### config.mk
export PLATFORM = sky130hd
export DESIGN_NAME = jacobi_sweep_scheduler
export DESIGN_NICKNAME = d
export VERILOG_FILES = /design/src/rtl/jacobi_sweep_scheduler.sv
export SDC_FILE = /design/constraint.sdc
export NUM_CORES = 1
export LEC_CHECK = 0
export CAP_MARGIN = 20
export CELL_PAD_IN_SITES_DETAIL_PLACEMENT = 1
export CELL_PAD_IN_SITES_GLOBAL_PLACEMENT = 1
export CORE_MARGIN = 10
export CORE_UTILIZATION = 39
export DETAILED_ROUTE_END_ITERATION = 10
export GPL_ROUTABILITY_DRIVEN = 0
export GPL_TIMING_DRIVEN = 1
export HOLD_SLACK_MARGIN = 0.05
export PLACE_DENSITY = 0.81
export SYNTH_ARGS = -nofsm -noshare
export SYNTH_HDL_FRONTEND = slang
export SYNTH_SLANG_ARGS = --single-unit
### constraint.sdc
create_clock -name clk -period 2.86 [get_ports clk]
set_clock_uncertainty 0.2 [all_clocks]
set_input_delay 0.572 -clock clk [delete_from_list [all_inputs] [get_ports clk]]
set_output_delay 0.572 -clock clk [all_outputs]
set_load 0.03 [all_outputs]
### src/rtl/jacobi_sweep_scheduler.sv
// Cyclic Jacobi sweep scheduler: walks every off-diagonal pivot pair (row<col) in
// row-major order, handshakes each to the rotation datapath, repeats sweeps until converged.
module jacobi_sweep_scheduler #(
  parameter int N          = 32,
  parameter int IDX_W      = 6,
  parameter int MAX_SWEEPS = 16,
  parameter int SW_W       = 5
) (
  input  logic             clk,
  input  logic             reset,
  input  logic             start,
  output logic             busy,
  output logic             done,
  output logic             converged,
  output logic [SW_W-1:0]  sweep_cnt,
  output logic             g_init,
  output logic             rot_valid,
  input  logic             rot_ready,
  output logic [IDX_W-1:0] row,
  output logic [IDX_W-1:0] col,
  input  logic             rot_done,
  input  logic             pivot_small
);

  typedef enum logic [2:0] {IDLE, INIT, ISSUE, WAIT, DONE} state_t;

  localparam logic [IDX_W-1:0] LAST_COL = IDX_W'(N - 1);
  localparam logic [IDX_W-1:0] LAST_ROW = IDX_W'(N - 2);
  localparam logic [SW_W-1:0]  SW_LIMIT = SW_W'(MAX_SWEEPS);

  state_t          state;
  logic            all_small;
  logic            small_next;
  logic [SW_W-1:0] sweep_next;

  always_comb begin
    small_next = all_small & pivot_small;
    sweep_next = sweep_cnt + SW_W'(1);
  end

  always_ff @(posedge clk) begin
    if (reset) begin
      state     <= IDLE;
      busy      <= 1'b0;
      done      <= 1'b0;
      converged <= 1'b0;
      sweep_cnt <= '0;
      g_init    <= 1'b0;
      rot_valid <= 1'b0;
      row       <= '0;
      col       <= '0;
      all_small <= 1'b1;
    end else begin
      g_init <= 1'b0;
      done   <= 1'b0;
      case (state)
        IDLE: begin
          if (start) begin
            row       <= '0;
            col       <= IDX_W'(1);
            sweep_cnt <= '0;
            all_small <= 1'b1;
            converged <= 1'b0;
            busy      <= 1'b1;
            g_init    <= 1'b1;
            state     <= INIT;
          end
        end
        INIT: begin
          rot_valid <= 1'b1;
          state     <= ISSUE;
        end
        ISSUE: begin
          if (rot_ready) begin
            rot_valid <= 1'b0;
            state     <= WAIT;
          end
        end
        WAIT: begin
          if (rot_done) begin
            all_small <= small_next;
            if (col < LAST_COL) begin
              col    <= col + IDX_W'(1);
              g_init <= 1'b1;
              state  <= INIT;
            end else if (row < LAST_ROW) begin
              row    <= row + IDX_W'(1);
              col    <= row + IDX_W'(2);
              g_init <= 1'b1;
              state  <= INIT;
            end else begin
              // Sweep end: the flag includes the pivot finishing right now.
              sweep_cnt <= sweep_next;
              if (small_next) begin
                converged <= 1'b1;
                done      <= 1'b1;
                state     <= DONE;
              end else if (sweep_next == SW_LIMIT) begin
                converged <= 1'b0;
                done      <= 1'b1;
                state     <= DONE;
              end else begin
                row       <= '0;
                col       <= IDX_W'(1);
                all_small <= 1'b1;
                g_init    <= 1'b1;
                state     <= INIT;
              end
            end
          end
        end
        DONE: begin
          busy  <= 1'b0;
          state <= IDLE;
        end
        default: state <= IDLE;
      endcase
    end
  end

endmodule

==> flow_summary.ini <==
[outcome]
status = finished, final reports clean

[cts]
clk_path_buf_depth = 2
cts-buffers-inserted = 3
htreeDepth = 1
root_buffer = clkbuf_8
cts_tree = built
cts.sink_count = 26
cts.hold.buffers_added = 0
post_cts_resized = 0
clk_latency_ns = 0.28
postCtsSetupBuffers = 0
clk_pin_slew_ns = 0.10

[sta]
period_needed_ns = 2.56
maxSlewHeadroom = 0.626
maxSlewViolCount = 0
rsz0062_at_grt = no
post-route-period-util = 0.896
hold_viol = 0
fmax_ghz = 0.390
setup_viol = 0
setup_tns_ns = 0
holdWs_ns = 0.316
tightest_slew_ns = 0.559

[finish]
final_area_mm2 = 0.00197
nNetsFinal = 220
layout_common_cells = clkdlybuf4s50_1 (27), dfxtp_1 (26), a21oi_1 (14), nor2_1 (14)
final_common_cell = clkdlybuf4s50_1
fillers = 475
layout-drive-gt1-share = 0.106
antenna_cells = 0
syn_to_final_growth_pct = 23.7

[synthesis]
ys_ff_latch = 26
yosys.area.top_type_share = 0.326
mappedNetlistArea_mm2 = 0.00160
syn_nets = 195
yosysSeqAreaShare = 0.326
yosysUniqueCellTypes = 50
avgSynthCellArea_um2 = 8.67
synthCells = 184
yosysTopAreaCell = dfxtp_1
synth.top_cells.by_area = dfxtp_1 (33%), a21oi_1 (4.4%), mux2i_1 (4.4%)
yosys_warnings = 0

[placed_design]
placed_cell_area_mm2 = 0.00190
port_buffers = 27
dp_hpwl_um = 3560

[setup_path]
crit_required_ns = 2.84
path_class = reg2reg
critPathLaunchType = flop
worstSetupEndpointType = flop
cp.arrival_ns = 2.54
worstPathMaxFanout = 9

[job]
cap_violations = 0

[floorplanning]
dieArea_mm2 = 0.00705
coreArea_mm2 = 0.00397
fp-row-count = 23
initial_core_util = 0.402
chipHeight_um = 84.0
dieWidth_um = 84.0
ios = 28

[global_routing]
grt_overflow = 0
antenna_found_initial = 0
track_usage = 0.130
grt_pass1_wl_um = 7850
grt_start_max_net_pins = 19
grt_pass1_vias = 1573

[detailed_routing]
drt_iter0_drc = 136
via_per_inst = 5.90
post-route-drc-count = 0
drt_wl_total_um = 4650
vias = 1521
first_pass_iters = 4
wl_per_cell_um = 18.0
final_antenna_net_count = 0

[power]
power.density_mw_per_mm2 = 412
p_leak_nw = 0.678
ir_drop_mv = 0.218
p_total_uw = 813

[hold_path]
hold_path.class = reg2reg
-- path summary, 6_finish.rpt --
| kind | slack (ns) | to | startpoint | depth (start not counted) |
|---|---|---|---|---|
| worst max-delay path | 0.30 | col[1] | sweep_cnt[0] | 6 |
| worst min-delay path | 0.32 | all_small | all_small | 2 |
| worst max register to register | 0.30 | col[1] | sweep_cnt[0] | 6 |
| worst min register to register | 0.32 | all_small | all_small | 2 |
-- final cells by class --
type | count | area [um^2] | share of cell area
tap | 50 | 62.6 | 0.0317
clock inverter | 1 | 30.0 | 0.0152
sequential | 26 | 520 | 0.264
multi-input combinational | 145 | 1010 | 0.512
inverter | 2 | 7.51 | 0.00380
clock buffer | 3 | 41.3 | 0.0209
timing repair buffer | 31 | 300 | 0.152
-- critical path, cell delays in order (launching register included) --
cell	delay [ns]
dfxtp_1	0.49
ha_1	0.33
and3_4	0.22
mux2i_1	0.29
o22a_4	0.23
a31o_1	0.36
mux2_4	0.33
-- cell usage after synthesis (all sizes together) --
cell,n
a211oi,9
a21boi,1
a21o,2
a21oi,14
a221oi,1
a22oi,1
a311oi,3
a31o,1
a41o,2
a41oi,4
and2,1
and3,2
and3b,2
buf,5
clkbuf,6
dfxtp,26
ha,5
inv,2
mux2,1
mux2i,7
nand2,12
nand2b,9
nand3,11
nand3b,2
nand4,1
nor2,15
nor2b,1
nor3,8
nor3b,1
nor4,4
o2111ai,1
o211ai,1
o21a,2
o21ai,12
o22a,1
o32ai,1
or2,1
or3b,1
or4,1
xnor2,1
xor2,3
-- kinds of logic (layout without fill, tap and decap cells) --
logic type / count (synthesis) / in the layout / share of synthesized area
buf+inv: 13 / 37 / 0.0400
flops: 26 / 26 / 0.326
compound gates: 56 / 56 / 0.267
simple gates: 72 / 72 / 0.253
xor+xnor: 4 / 4 / 0.0220
mux: 8 / 8 / 0.0533
fa+ha+maj: 5 / 5 / 0.0392
-- sequential cells by signal, summed over array words and instances, names as in the netlist --
signal,flops
all_small,1
g_init,1
rot_valid,1
done,1
col,6
sweep_cnt,5
state,3
busy,1
converged,1
row,6
-- power by group --
part	internal (mW)	leakage [nW]	switching, mW	total, mW
clock network	0.188	0.0357	0.124	0.311
logic	0.0512	0.431	0.0666	0.118
registers	0.372	0.211	0.0129	0.384
total	0.610	0.678	0.203	0.813
-- routing by layer --
metal  vias to the layer above  GRT usage  share of wire
met3                         7     0.0293          0.045
met2                        27      0.234           0.50
met4                         0     0.0365          0.016
met1                       749      0.147           0.44
li1                        738          -              -
met5                         -          0              0
-- stage by stage --
| stage | setup WS, ns | std cells | utilization |
|---|---|---|---|
| 3_3_place_gp | 0.172 | 254 | 0.479 |
| 5_1_grt | 0.132 | 258 | 0.497 |
| 2_1_floorplan | 0.445 | 184 | - |
| 3_5_place_dp | 0.134 | 254 | 0.479 |
| 6_report | 0.296 | 258 | 0.497 |
| 4_1_cts | 0.292 | 258 | 0.497 |
Power figures use the tool's default switching activity.
